$ cat src/rtl/fetch_stage.sv
// Instruction-fetch stage of the 8-bit pipelined core.
// Loads the PC from the reset vector, assembles one- and two-byte
// instructions, and drives the IF/ID pipeline register. A two-byte
// instruction (IMM_OPCODE) is held across one cycle while its immediate
// byte is fetched, which leaves a single bubble in IF/ID.
module fetch_stage #(
   parameter logic [7:0] NOP_INSTR      = 8'h00,
   parameter logic [3:0] IMM_OPCODE     = 4'd12,
   parameter logic [7:0] RESET_VEC_ADDR = 8'h00
) (
   input  logic       clk,
   input  logic       rst_n,
   output logic [7:0] imem_addr,
   input  logic [7:0] imem_data,
   input  logic       pc_en,
   input  logic       if_id_en,
   input  logic       flush,
   input  logic       BT,
   input  logic [7:0] branch_target,
   output logic [7:0] if_id_instr,
   output logic [7:0] if_id_imm,
   output logic [7:0] if_id_pc_plus1,
   output logic       if_id_valid,
   output logic [7:0] pc
);

   typedef enum logic [1:0] {
      ST_VEC = 2'd0,
      ST_RUN = 2'd1,
      ST_IMM = 2'd2
   } state_t;

   state_t     state_r, state_s;
   logic [7:0] pc_r, pc_s;
   logic [7:0] hold_r, hold_s;
   logic [7:0] instr_r, instr_s;
   logic [7:0] imm_r, imm_s;
   logic [7:0] pcp1_r, pcp1_s;
   logic       valid_r, valid_s;
   logic [7:0] imem_addr_s;
   logic [7:0] pc_plus1_s;

   assign pc_plus1_s = pc_r + 8'd1;   // 8-bit modulo: 0xFF wraps to 0x00

   // Next-state, next-PC and IF/ID load decisions; redirect beats stall beats advance.
   always_comb begin
      state_s     = state_r;
      pc_s        = pc_r;
      hold_s      = hold_r;
      instr_s     = instr_r;
      imm_s       = imm_r;
      pcp1_s      = pcp1_r;
      valid_s     = valid_r;
      imem_addr_s = pc_r;
      case (state_r)
         ST_VEC: begin
            // Reset-vector cycle: ignores enables and redirects, lasts one cycle.
            imem_addr_s = RESET_VEC_ADDR;
            pc_s        = imem_data;
            state_s     = ST_RUN;
            instr_s     = NOP_INSTR;
            imm_s       = 8'h00;
            valid_s     = 1'b0;
         end
         ST_RUN, ST_IMM: begin
            if (flush || BT) begin
               // Kill IF/ID and any half-fetched two-byte instruction.
               instr_s = NOP_INSTR;
               imm_s   = 8'h00;
               valid_s = 1'b0;
               hold_s  = 8'h00;
               state_s = ST_RUN;
               if (BT) begin
                  pc_s = branch_target;
               end else begin
                  pc_s = pc_r;
               end
            end else if (pc_en && if_id_en) begin
               if (state_r == ST_IMM) begin
                  // Second byte arrives: emit the assembled instruction.
                  instr_s = hold_r;
                  imm_s   = imem_data;
                  pcp1_s  = pc_plus1_s;
                  valid_s = 1'b1;
                  pc_s    = pc_plus1_s;
                  state_s = ST_RUN;
               end else if (imem_data[7:4] == IMM_OPCODE) begin
                  // First byte of a two-byte instruction: park it, bubble IF/ID.
                  hold_s  = imem_data;
                  pc_s    = pc_plus1_s;
                  state_s = ST_IMM;
                  instr_s = NOP_INSTR;
                  imm_s   = 8'h00;
                  valid_s = 1'b0;
               end else begin
                  instr_s = imem_data;
                  imm_s   = 8'h00;
                  pcp1_s  = pc_plus1_s;
                  valid_s = 1'b1;
                  pc_s    = pc_plus1_s;
               end
            end else begin
               // Stall: everything holds (defaults above).
               state_s = state_r;
            end
         end
         default: begin
            // Illegal encoding: recover through the reset-vector load.
            state_s = ST_VEC;
            instr_s = NOP_INSTR;
            imm_s   = 8'h00;
            valid_s = 1'b0;
            hold_s  = 8'h00;
         end
      endcase
   end

   // State, PC, hold byte and IF/ID register with asynchronous reset.
   always_ff @(posedge clk or negedge rst_n) begin
      if (!rst_n) begin
         state_r <= ST_VEC;
         pc_r    <= 8'h00;
         hold_r  <= 8'h00;
         instr_r <= NOP_INSTR;
         imm_r   <= 8'h00;
         pcp1_r  <= 8'h00;
         valid_r <= 1'b0;
      end else begin
         state_r <= state_s;
         pc_r    <= pc_s;
         hold_r  <= hold_s;
         instr_r <= instr_s;
         imm_r   <= imm_s;
         pcp1_r  <= pcp1_s;
         valid_r <= valid_s;
      end
   end

   assign imem_addr      = imem_addr_s;
   assign if_id_instr    = instr_r;
   assign if_id_imm      = imm_r;
   assign if_id_pc_plus1 = pcp1_r;
   assign if_id_valid    = valid_r;
   assign pc             = pc_r;

endmodule
$ cat config.mk
export PLATFORM = sky130hd
export DESIGN_NAME = fetch_stage
export DESIGN_NICKNAME = d
export VERILOG_FILES = /design/src/rtl/fetch_stage.sv
export SDC_FILE = /design/constraint.sdc
export NUM_CORES = 1
export LEC_CHECK = 0
export CORE_MARGIN = 4
export CORE_UTILIZATION = 45
export CTS_CLUSTER_SIZE = 14
export DETAILED_ROUTE_END_ITERATION = 10
export GPL_TIMING_DRIVEN = 0
export PLACE_DENSITY_LB_ADDON = 0.08
export SYNTH_ARGS = -nofsm -noshare
export SYNTH_HDL_FRONTEND = slang
export SYNTH_SLANG_ARGS = --single-unit
export TNS_END_PERCENT = 20
$ cat constraint.sdc
create_clock -name clk -period 3.26 [get_ports clk]
set_input_delay 0.326 -clock clk [delete_from_list [all_inputs] [get_ports clk]]
set_output_delay 0.326 -clock clk [all_outputs]
set_load 0.05 [all_outputs]
* Yosys cells after proc, flatten, opt, wreduce, memory -nomap -nowiden *
Cells that the tools add are included.

operators by class
  add/subtract/negate cells = 1
  $mul = 0
  divide/modulo/power cells = 0
  magnitude comparators = 0
  equal/unequal tests = 9
  shift-type cells = 0
  muxes and demuxes = 31
  bitwise operators = 2
  reduce and logical (&&, ||, !) cells = 9

operator list
  kind                                                  number
  two-way mux 8 bit                                     19
  one-hot mux 8 bit (2 select lines)                    2
  inequality test 3 bit (second input constant)         4
  adder 8 x 1 -> 8 bit (second input constant)          1
  two-way mux 2 bit                                     4
  AND reduction 4 bit                                   2
  two-way mux 1 bit                                     5
  equality test 4 bit (second input constant)           1
  inequality test 4 bit (second input constant)         1
  one-hot mux 2 bit (2 select lines)                    1
  AND reduction 3 bit                                   1
  equality test 2 x 1 -> 1 bit (second input constant)  1
  equality test 2 bit (second input constant)           1
  logical NOT 2 bit                                     1
  inequality test 2 bit (second input constant)         1
  inverter 1 bit                                        2
  AND reduction 2 bit                                   1
  nonzero test 2 bit                                    1
  OR reduction 2 bit                                    1
  logical AND 1 bit                                     1
  logical OR 1 bit                                      1

word-level totals
  register bits after elaboration = 43
  latch bits = 0
  bits in writable memories = 0
  memory bits (read-only) = 0
  bits of input ports = 22
  output and inout bits = 41
  logic and storage cells = 59
  memories = 0

* Depth between registers and ports, before layout *
  word-level depth = 6
  mapped depth = 9
  mapped depth without buffers = 6

* Least setup slack after synthesis *
OpenSTA, ideal clock, no wires.

  path kind = reg2reg
  start = register state_r[0]
  end = register hold_r[0]
  library setup time = 125 ps
  arrival time = 1910 ps
  required time = 3135 ps
  setup slack = 1224 ps
  cell stages (with the launch flop) = 10
  period minus slack after synthesis = 2036 ps
  cell sequence = dfrtp_1 -> inv_1 -> ha_1 -> buf_2 -> or3b_1 -> buf_2 -> a21oi_1 -> or3_1 -> buf_6 -> mux2_4

on the way
  longest elaborated chain between the ends = 4
  elaborated cells on any way between the ends = 10
  classes of those cells = 5 x eq/ne; 1 x mux; 1 x bitwise; 3 x reduce/logical

RTL lines
  what                                                                        RTL line  source
  start: declaration                                                          33        state_t state_r, state_s;
  start signal: assignment                                                    129       state_r <= state_s;
  equality test 2 bit / equality test 2 x 1 -> 1 bit (equally long branches)  55, 79
  OR reduction 2 bit                                                          55        case (state_r)
  inequality test 3 bit (no source line)                                      --
  AND reduction 4 bit (no source line)                                        --
  end signal: assignment                                                      131       hold_r <= hold_s;
  end: declaration                                                            35        logic [7:0] hold_r, hold_s;

Parallel ways exist; a longest one is shown, timed or not.
A chain may end at the register's enable or synchronous reset.

* Final worst setup path *
  start = register state_r[0]
  end = output port imem_addr[1]

on the way
  longest elaborated chain between the ends = 2

RTL lines
  what               RTL line  source
  logical NOT 2 bit  55
  two-way mux 8 bit  55
  end: declaration   13        output logic [7:0] imem_addr,

Every way passes these cells.

==> metrics.cfg <==
[outcome]
status = complete, no violations

[timing]
tns_ps = 0
max_freq_mhz = 393.5
fin_skew_ps = 5.454
worstMarginPinSlew_ps = 722.6
min_period_over_period_pct = 77.95
relSlewSlack_pct = 51.78
finalCriticalPeriod_ps = 2541
whs_ps = 374.3
rsz0062_at_grt = no
finalSetupViolations = 0
hold_viol = 0
report.final.slew_viol_count = 0

[worst_setup_path]
crit_type = reg -> out
cp_cell_sequence = inv_1, ha_1, clkbuf_1, nor2b_1, clkdlybuf4s50_1
worstPathMaxFanout = 10
reg2reg_slack_ps = 1040
cpPeakStageDelay_ps = 810
worst_path_max_delay_cell = clkdlybuf4s50_1
crit_required_ps = 2930
critPathTopFamily = buffers and inverters
path_buf_inv = 3
cp-end-kind = output pin
cp.arrival_ps = 2220
cp-start-kind = register

[cts]
cts_tree = done
htree_levels = 2
post_cts_buffers = 0
clockBufferDepth = 2
cts_resized = 0
clk_pin_slew_worst_paths_ps = 80
clkSinkCount = 43
insertion_delay_ps = 300
cts_root_buf = clkbuf_8
cts_inserted_buffers = 5

[pwr]
ir_worst_vdd_mv = 0.6358
finalPower_mw = 2.686
p_leak_nw = 1.323
power_density_mw_per_mm2 = 884.0

[die]
fp.dieH_um = 78.29
io_pins = 63
initial_utilization_pct = 46.76
rows = 25
dieArea_sq_mm = 0.006129
core_area_sq_mm = 0.004755
fp.dieW_um = 78.29

[final_layout]
final_nets = 317
antenna_cells = 0
drive_gt1_share_pct = 10.27
final_common_cell = clkdlybuf4s50_1
instances_no_fill = 359
final_area_sq_mm = 0.003038
layout-area-overhead-vs-synth_pct = 36.63
final_cell_mix = 61 x clkdlybuf4s50_1, 43 x dfrtp_1, 21 x o21ai_0

[synth]
syn-cell-area_sq_mm = 0.002223
async_reset_ff_share_pct = 100.0
synth_edf_count = 0
yosys_most_used_dff = dfrtp_1
ys_warn_count = 0
yosysSeqAreaShare_pct = 48.40
ys_types = 50
syn_inst = 220
syn-mean-instance-area_sq_um = 10.11
syn_nets = 246
ys_ff_latch = 43

[placed_design]
port_buffers = 62
place.gp.congestion = 0.8075
postPlaceCellArea_sq_mm = 0.002943
hpwl_um = 4146
place_inst = 350

[route]
first_pass_iters = 4
vias_per_cell = 5.306
drt_iter0_drc = 72
avgRoutedWirePerCell_um = 15.35
totalWireLength_um = 5509
ant_nets = 0
drc_errors = 0
vias = 1905

[grt]
grt_max_degree = 41
grt_pass1_wl_um = 9114
grt_pass1_vias = 1892
grt_usage_pct = 18.92
antenna_found_initial = 0
overflow = 0

[hold_path]
hold_class = in -> async

[job]
cap_violations = 0

[cell type report]
cell class,count,area [sq um]
tap,67,83.83
clock inverter,2,12.51
multi-input combinational,155,1044
fill,416,1717
clock buffer,6,72.57
sequential,43,1076
inverter,7,26.28
timing repair buffer,64,645.6
buffer,15,77.57
[cells in the mapped netlist (all sizes together), types with 4 or more instances]
library cell,n,area share (%)
buf,7,2.1
nor2,14,2.6
inv,7,1.2
or3,4,1.1
a22oi,6,2.0
a21oi,8,1.8
and3,5,1.4
mux2,8,5.1
clkbuf,8,1.4
o21ai,23,5.2
nand2,18,3.0
ha,4,2.3
nand3,4,0.90
and2,4,1.2
a22o,8,3.2
dfrtp,43,48
nor2b,8,2.3
mux2i,4,1.8
a31oi,5,1.4
[worst paths after layout]
check	start	to	cells past startpoint
worst max register to register	state_r[1]	hold_r[7]	9
worst max-delay path	state_r[0]	imem_addr[1]	5
worst min-delay path	rst_n	if_id_pc_plus1[4]	2
max in group asynchronous	rst_n	state_r[1]	3
min in group clk	if_id_valid	if_id_valid	2
worst min register to register	if_id_valid	if_id_valid	2
[repair_timing]
item | 4_1_cts | 5_1_grt
setup endpoints to repair | 0 | 0
endpoints found under the hold margin | 3 | 0
hold buffers | 1 | 0
[power by group]
| part | total [mW] | switching [mW] | internal, mW |
|---|---|---|---|
| registers | 0.786 | 0.122 | 0.663 |
| clock network | 0.329 | 0.179 | 0.150 |
| logic | 1.57 | 1.00 | 0.568 |
| total | 2.69 | 1.31 | 1.38 |
[per-layer routing]
layer	up-vias	global-route usage, %	part of all wire, %
li1	937	-	-
met1	909	26.96	47
met2	50	29.11	47
met3	9	3.096	4.8
met4	0	6.818	1.5
met5	-	0	0
[stage by stage]
stage          setup WS, ps  utilization, %
2_1_floorplan          1224               -
3_3_place_gp          720.2           61.58
3_5_place_dp          784.2           61.89
4_1_cts               691.7           63.89
5_1_grt               574.8           63.89
6_report              719.0           63.89
[logic make-up (layout without fill, tap and decap cells)]
| family | Yosys count | in the layout | synth area share (%) |
|---|---|---|---|
| buffers and inverters | 22 | 94 | 4.671 |
| DFF | 43 | 43 | 48.40 |
| xor gates and xnor gates | 4 | 4 | 1.576 |
| adders and majority gates | 4 | 4 | 2.251 |
| and+or+nand+nor | 71 | 71 | 17.45 |
| muxes | 12 | 12 | 6.866 |
| AOI/OAI and AO/OA | 64 | 64 | 18.80 |
[registers in the layout, indices dropped and copies added, names as in the netlist]
name and cells:
hold_r 8, if_id_imm 8, if_id_instr 8, if_id_pc_plus1 8, if_id_valid 1, pc 8
state_r 2
Note: power is estimated with default switching activity, not from simulation.
